### config.mk
export PLATFORM = sky130hd
export DESIGN_NAME = cp0_exception_controller_flat
export DESIGN_NICKNAME = d
export VERILOG_FILES = /design/src/rtl/cp0_exception_controller_if.sv /design/src/rtl/cp0_exception_controller.sv /design/src/flat_wrapper.sv
export SDC_FILE = /design/constraint.sdc
export NUM_CORES = 1
export LEC_CHECK = 0
export BUFFER_PORTS_ARGS = -buffer_cell sky130_fd_sc_hd__buf_2
export CAP_MARGIN = 20
export CORE_AREA = 2 2 92 94
export DETAILED_ROUTE_END_ITERATION = 10
export DIE_AREA = 0 0 94 96
export PLACE_DENSITY = 0.73
export SLEW_MARGIN = 15
export SYNTH_ARGS = -nofsm -noshare
export SYNTH_HDL_FRONTEND = slang
export SYNTH_SLANG_ARGS = --single-unit
### constraint.sdc
create_clock -name clock -period 2 [get_ports clock]
set_clock_uncertainty 0.1 [all_clocks]
set_input_delay 0.3 -clock clock [delete_from_list [all_inputs] [get_ports clock]]
set_output_delay 0.3 -clock clock [all_outputs]
set_load 0.01 [all_outputs]
### src/rtl/cp0_exception_controller_if.sv
// Signal bundle between write-back, CP0 and fetch, as seen by the exception controller.
// master = controller side, slave = pipeline/CP0/fetch side.
interface cp0_exception_controller_if;
  // write-back instruction
  logic        wb_valid;
  logic        wb_ready;
  logic        wb_exception;
  logic [4:0]  wb_exception_code;
  logic [31:0] wb_pc;
  logic        wb_in_delay_slot;
  logic [31:0] wb_bad_vaddr;
  logic        wb_eret;
  // current CP0 state
  logic        status_ie;
  logic        status_exl;
  logic [7:0]  status_im;
  logic [7:0]  cause_ip;
  logic [31:0] epc;
  // CP0 update strobes
  logic        cp0_exception_valid;
  logic [4:0]  cp0_exception_code;
  logic [31:0] cp0_epc;
  logic        cp0_in_delay_slot;
  logic        cp0_bad_vaddr_we;
  logic [31:0] cp0_bad_vaddr;
  logic        cp0_eret;
  // pipeline control / fetch redirect
  logic        flush;
  logic        redirect_valid;
  logic        redirect_ready;
  logic [31:0] redirect_pc;

  modport master (
    input  wb_valid, wb_exception, wb_exception_code, wb_pc, wb_in_delay_slot,
           wb_bad_vaddr, wb_eret, status_ie, status_exl, status_im, cause_ip, epc,
           redirect_ready,
    output wb_ready, cp0_exception_valid, cp0_exception_code, cp0_epc,
           cp0_in_delay_slot, cp0_bad_vaddr_we, cp0_bad_vaddr, cp0_eret, flush,
           redirect_valid, redirect_pc
  );

  modport slave (
    output wb_valid, wb_exception, wb_exception_code, wb_pc, wb_in_delay_slot,
           wb_bad_vaddr, wb_eret, status_ie, status_exl, status_im, cause_ip, epc,
           redirect_ready,
    input  wb_ready, cp0_exception_valid, cp0_exception_code, cp0_epc,
           cp0_in_delay_slot, cp0_bad_vaddr_we, cp0_bad_vaddr, cp0_eret, flush,
           redirect_valid, redirect_pc
  );
endinterface

### src/rtl/cp0_exception_controller.sv
// CP0 exception sequencer: commits exceptions/interrupts/eret at write-back,
// strobes CP0 in the commit cycle, flushes for DRAIN_CYCLES, then redirects fetch.
module cp0_exception_controller #(
  parameter logic [31:0] EXCEPTION_VECTOR = 32'hbfc0_0380,
  parameter int          DRAIN_CYCLES     = 2
) (
  input logic                        clock,
  input logic                        reset,
  cp0_exception_controller_if.master bus
);

  typedef enum logic [1:0] {IDLE, DRAIN, REDIRECT} state_t;

  localparam logic [3:0] DRAIN_LOAD = 4'(DRAIN_CYCLES);
  localparam logic [4:0] EXC_INT    = 5'h00;
  localparam logic [4:0] EXC_ADEL   = 5'h04;
  localparam logic [4:0] EXC_ADES   = 5'h05;

  state_t      state, state_nxt;
  logic [3:0]  cnt, cnt_nxt;
  logic [31:0] rpc, rpc_nxt;

  logic int_req, commit, take_int, take_exc;

  // Event decode; interrupt outranks an instruction exception, which outranks eret.
  always_comb begin
    int_req  = bus.status_ie & ~bus.status_exl & (|(bus.cause_ip & bus.status_im));
    commit   = ~reset & (state == IDLE) & bus.wb_valid &
               (int_req | bus.wb_exception | bus.wb_eret);
    take_int = int_req;
    take_exc = ~int_req & bus.wb_exception;
  end

  // State, drain counter and latched redirect target; reset aborts any sequence.
  always_ff @(posedge clock) begin
    if (reset) begin
      state <= IDLE;
      cnt   <= 4'd0;
      rpc   <= 32'd0;
    end else begin
      state <= state_nxt;
      cnt   <= cnt_nxt;
      rpc   <= rpc_nxt;
    end
  end

  // Next state and outputs; CP0 strobes are only ever driven in the commit cycle.
  always_comb begin
    state_nxt               = state;
    cnt_nxt                 = cnt;
    rpc_nxt                 = rpc;
    bus.wb_ready            = (state == IDLE);
    bus.cp0_exception_valid = 1'b0;
    bus.cp0_exception_code  = 5'd0;
    bus.cp0_epc             = 32'd0;
    bus.cp0_in_delay_slot   = 1'b0;
    bus.cp0_bad_vaddr_we    = 1'b0;
    bus.cp0_bad_vaddr       = 32'd0;
    bus.cp0_eret            = 1'b0;
    bus.flush               = 1'b0;
    bus.redirect_valid      = 1'b0;
    bus.redirect_pc         = rpc;
    if (!reset) begin
      case (state)
        IDLE: begin
          if (commit) begin
            bus.flush = 1'b1;
            state_nxt = DRAIN;
            cnt_nxt   = DRAIN_LOAD;
            if (take_int || take_exc) begin
              bus.cp0_exception_valid = 1'b1;
              bus.cp0_exception_code  = take_int ? EXC_INT : bus.wb_exception_code;
              bus.cp0_epc             = bus.wb_in_delay_slot ? bus.wb_pc - 32'd4 : bus.wb_pc;
              bus.cp0_in_delay_slot   = bus.wb_in_delay_slot;
              bus.cp0_bad_vaddr_we    = take_exc &&
                                        (bus.wb_exception_code == EXC_ADEL ||
                                         bus.wb_exception_code == EXC_ADES);
              bus.cp0_bad_vaddr       = bus.wb_bad_vaddr;
              rpc_nxt                 = EXCEPTION_VECTOR;
            end else begin
              bus.cp0_eret = 1'b1;
              rpc_nxt      = bus.epc;
            end
          end
        end
        DRAIN: begin
          bus.flush = 1'b1;
          cnt_nxt   = cnt - 4'd1;
          // <= 1 rather than == 1 so an out-of-range load of 0 cannot spin 16 cycles
          if (cnt <= 4'd1) state_nxt = REDIRECT;
        end
        REDIRECT: begin
          bus.redirect_valid = 1'b1;
          if (bus.redirect_ready) state_nxt = IDLE;
        end
        default: state_nxt = IDLE;
      endcase
    end
  end

endmodule

### src/flat_wrapper.sv
// flat-port wrapper written by rule: the top's interface ports become plain ports
module cp0_exception_controller_flat 
#(
  parameter logic [31:0] EXCEPTION_VECTOR = 32'hbfc0_0380,
  parameter int          DRAIN_CYCLES     = 2
)
  (clock, reset, bus_wb_valid, bus_wb_exception, bus_wb_exception_code, bus_wb_pc, bus_wb_in_delay_slot, bus_wb_bad_vaddr, bus_wb_eret, bus_status_ie, bus_status_exl, bus_status_im, bus_cause_ip, bus_epc, bus_redirect_ready, bus_wb_ready, bus_cp0_exception_valid, bus_cp0_exception_code, bus_cp0_epc, bus_cp0_in_delay_slot, bus_cp0_bad_vaddr_we, bus_cp0_bad_vaddr, bus_cp0_eret, bus_flush, bus_redirect_valid, bus_redirect_pc);
  cp0_exception_controller_if bus_i ();
  input logic clock;
  input logic reset;
  input wire logic [$bits(bus_i.wb_valid)-1:0] bus_wb_valid;
  input wire logic [$bits(bus_i.wb_exception)-1:0] bus_wb_exception;
  input wire logic [$bits(bus_i.wb_exception_code)-1:0] bus_wb_exception_code;
  input wire logic [$bits(bus_i.wb_pc)-1:0] bus_wb_pc;
  input wire logic [$bits(bus_i.wb_in_delay_slot)-1:0] bus_wb_in_delay_slot;
  input wire logic [$bits(bus_i.wb_bad_vaddr)-1:0] bus_wb_bad_vaddr;
  input wire logic [$bits(bus_i.wb_eret)-1:0] bus_wb_eret;
  input wire logic [$bits(bus_i.status_ie)-1:0] bus_status_ie;
  input wire logic [$bits(bus_i.status_exl)-1:0] bus_status_exl;
  input wire logic [$bits(bus_i.status_im)-1:0] bus_status_im;
  input wire logic [$bits(bus_i.cause_ip)-1:0] bus_cause_ip;
  input wire logic [$bits(bus_i.epc)-1:0] bus_epc;
  input wire logic [$bits(bus_i.redirect_ready)-1:0] bus_redirect_ready;
  output wire logic [$bits(bus_i.wb_ready)-1:0] bus_wb_ready;
  output wire logic [$bits(bus_i.cp0_exception_valid)-1:0] bus_cp0_exception_valid;
  output wire logic [$bits(bus_i.cp0_exception_code)-1:0] bus_cp0_exception_code;
  output wire logic [$bits(bus_i.cp0_epc)-1:0] bus_cp0_epc;
  output wire logic [$bits(bus_i.cp0_in_delay_slot)-1:0] bus_cp0_in_delay_slot;
  output wire logic [$bits(bus_i.cp0_bad_vaddr_we)-1:0] bus_cp0_bad_vaddr_we;
  output wire logic [$bits(bus_i.cp0_bad_vaddr)-1:0] bus_cp0_bad_vaddr;
  output wire logic [$bits(bus_i.cp0_eret)-1:0] bus_cp0_eret;
  output wire logic [$bits(bus_i.flush)-1:0] bus_flush;
  output wire logic [$bits(bus_i.redirect_valid)-1:0] bus_redirect_valid;
  output wire logic [$bits(bus_i.redirect_pc)-1:0] bus_redirect_pc;
  assign bus_i.wb_valid = bus_wb_valid;
  assign bus_i.wb_exception = bus_wb_exception;
  assign bus_i.wb_exception_code = bus_wb_exception_code;
  assign bus_i.wb_pc = bus_wb_pc;
  assign bus_i.wb_in_delay_slot = bus_wb_in_delay_slot;
  assign bus_i.wb_bad_vaddr = bus_wb_bad_vaddr;
  assign bus_i.wb_eret = bus_wb_eret;
  assign bus_i.status_ie = bus_status_ie;
  assign bus_i.status_exl = bus_status_exl;
  assign bus_i.status_im = bus_status_im;
  assign bus_i.cause_ip = bus_cause_ip;
  assign bus_i.epc = bus_epc;
  assign bus_i.redirect_ready = bus_redirect_ready;
  assign bus_wb_ready = bus_i.wb_ready;
  assign bus_cp0_exception_valid = bus_i.cp0_exception_valid;
  assign bus_cp0_exception_code = bus_i.cp0_exception_code;
  assign bus_cp0_epc = bus_i.cp0_epc;
  assign bus_cp0_in_delay_slot = bus_i.cp0_in_delay_slot;
  assign bus_cp0_bad_vaddr_we = bus_i.cp0_bad_vaddr_we;
  assign bus_cp0_bad_vaddr = bus_i.cp0_bad_vaddr;
  assign bus_cp0_eret = bus_i.cp0_eret;
  assign bus_flush = bus_i.flush;
  assign bus_redirect_valid = bus_i.redirect_valid;
  assign bus_redirect_pc = bus_i.redirect_pc;
  cp0_exception_controller #(.EXCEPTION_VECTOR(EXCEPTION_VECTOR), .DRAIN_CYCLES(DRAIN_CYCLES)) u_core (.clock(clock), .reset(reset), .bus(bus_i));
endmodule
==> out/summary.txt <==
Status: finished with violations
Failing checks: setup timing
Critical path buffers and inverters: 2
Final Hold Viols: 0
First DRT Iteration DRCs: 124
Chip Height: 96 um
RSZ-0062 raised after global routing: true
Design Power: 2.608 mW
Seq/Total Area, Yosys: 30.49%
Syn_nets: 428
Via count: 3596
Max-slew violations: 0
Dpl hpwl: 7124 um
Rows: 33
Ports: 234
Worst setup SP type: input port
Post-Synthesis Cell Area: 2495 um2
First-pass GRT wire length: 15630 um
Met2 GRT Util: 40.83%
Crit-path slowest cell: or4_4
Width of the chip: 94 um
Met3 GRT Util: 3.367%
Detail Route Antenna Nets: 0
Synth-to-layout area growth: 112.8%
Min Clock Period, post-route: 2348 ps
DR WL/cell: 17.89 um
Synth top area cells: dfxtp_1, and2_1, a22o_1
Largest net degree at the start of global routing: 21
Post-synth top area share: 30.49%
Routed vias/inst: 5.174
CTS tree: built
Final Util: 65.94%
Initial antenna violation count: 0
Final RePlAce weighted congestion: 0.8389
CTS H-Tree Depth: 2
EDFF count, synth: 0
Max incr delay on CP: 560 ps
Yosys warns: 0
Worst Hold Class: input port to flop
Relative slew slack: 77.11%
Top-count cell post-synth: nor2_1
Clk slew on worst S/H paths: 80 ps
Met1 usage in global routing: 24.01%
Flops & latches, synth: 38
CP Data Required Time: 1600 ps
Max VDD drop: 0.0003661 V
Final period util: 117.4%
Initial Util: 30.99%
Origin of the critical flop-to-flop path: u_core.state[0]
PortBufs: 233
First-pass DRT Iterations: 4
DRC: 0
Kind of cell adding the most delay to the critical path: simple AND/OR/NAND/NOR gates
CTS buffer count: 5
Max Cap Violations: 0
CP max FO: 8
LEAKAGE: 2.592 nW
Post-route setup slack: -347.7 ps
Netlist cell types: 53
Worst setup path start: bus_wb_pc[22]
Root Buffer: clkbuf_8
Sink Count: 38
PwrDens: 491.2 nW/um2
Core region area: 8051 um2
Worst-case clock buffer depth: 2
Die ar.: 9024 um2
Crit Path Class: input port to primary output
Vias in the first global route: 3462
Highest Clock Rate: 425.9 MHz
GR Overflow Total: 0
Antenna cell count: 0
Worst skew pair latency: 290 ps
Layout cells sized above 1: 68.81%
Main flop type after synthesis: dfxtp_1
Critical Path Sink Type: primary output
Worst path cell trace: buf_6, or4_4, nor3_4, nand4_1, xor2_1, nor2_1, buf_2
Top Usage Layer GRT: met2
Area leader, netlist: dfxtp_1
Total track usage: 21.51%
Most frequent cells after synthesis: nor2_1, and2_1, dfxtp_1
Hold wc startpoint: bus_epc[1]
Nets@finish: 718
Worst-Margin Slew: 340.8 ps
Ys async rst share: 0%
Worst EP arrival: 1950 ps
Drt total wl: 12430 um
Setup_tns: -15290 ps
Post-synthesis cell count: 299
Setup Viol. Count Final: 69
Syn_area_per_cell: 8.344 um2
[metal layers]
metal / wire length, um / share of wire [%]
met1: 4634 / 37
met2: 6369 / 51
met3: 961 / 7.7
met4: 468 / 3.8
met5: 0 / 0
[final timing paths]
| path | to | slack [ps] | cells past startpoint |
|---|---|---|---|
| worst max-delay path | bus_cp0_epc[31] | -350 | 7 |
| worst min-delay path | u_core.bus.redirect_pc[1] | 110 | 2 |
| worst max register to register | u_core.bus.redirect_pc[25] | 130 | 6 |
| worst min register to register | u_core.bus.redirect_pc[10] | 370 | 1 |
[flip-flops by register name (all words and copies together) (netlist names)]
name	count
u_core.bus.redirect_pc	32
u_core.cnt	4
u_core.state	2
[power breakdown]
part	leakage (nW)	total [mW]	internal [mW]	switching [mW]
combinational	2.21	0.986	0.501	0.485
sequential	0.310	0.842	0.809	0.0326
clock	0.0683	0.780	0.500	0.280
[what timing repair did]
action                                  in CTS  in global routing
buffers inserted                            10                 10
pin swaps                                   64                 31
gates cloned                                 9                  1
gates resized for setup                    110                 83
hold buffers                                 0                  0
endpoints found under the setup margin      73                 85
[kinds of logic (layout without fill, tap and decap cells)]
| kind of cell | Yosys count | count (layout) | synth area share, % |
|---|---|---|---|
| and+or+nand+nor | 143 | 143 | 32.30 |
| AOI/OAI and AO/OA | 56 | 56 | 19.71 |
| DFF | 38 | 38 | 30.49 |
| xor gates and xnor gates | 30 | 30 | 10.53 |
| buffers and inverters | 28 | 319 | 5.015 |
| adders and majority gates | 3 | 3 | 1.505 |
| muxes | 1 | 1 | 0.4513 |
[metrics by stage]
stage	setup WS [ps]	hold WS (ps)	instance area, um2	instances
after floorplan	-28.75	332.7	2535	299
after detailed placement	-290.6	349.5	4073	659
after CTS	-276.4	111.6	4856	686
after global routing	-406.7	119.6	5309	695
final	-347.7	114.9	5309	695
after global placement	-275.3	351.4	4073	659
[layout make-up]
| cell class | count | area (um2) |
|---|---|---|
| Sequential cell | 38 | 760.7 |
| Timing Repair inverter | 7 | 83.83 |
| Clock inverter | 3 | 68.82 |
| Timing Repair Buffer | 295 | 2087 |
| Fill cell | 586 | 2743 |
| Inverter | 9 | 41.29 |
| Tap cell | 105 | 131.4 |
| Clock buffer | 5 | 68.82 |
| Multi-Input combinational cell | 233 | 2067 |
[worst reg2reg max path, cell delays in order, from the launching register on]
cell     delay (ps)
dfxtp_1         320
nor2_2          130
and3_4          270
nand2_1         110
or3_4           370
buf_4           190
o221a_2         270
[cell usage in the layout (no fill, tap or decap), drive strengths merged, types with 2 or more instances in the layout]
master  synthesis  routed
nand3           4       4
xor2           16      16
nor2           44      44
nand2           9       9
xnor2          14      14
nor4            7       7
a21oi           5       5
dfxtp          38      38
inv             9      15
o22ai           2       2
clkinv          0       2
a22o           21      21
nor3           13      13
and2           41      41
clkbuf         10       6
a211oi          2       2
ha              3       3
nor4b           2       2
o221a          12      12
or4             5       5
nand4           6       6
or3             4       4
a22oi           2       2
bufinv          0       2
o21ai           3       3
buf             9     294
Note: power is estimated with default switching activity, not from simulation.
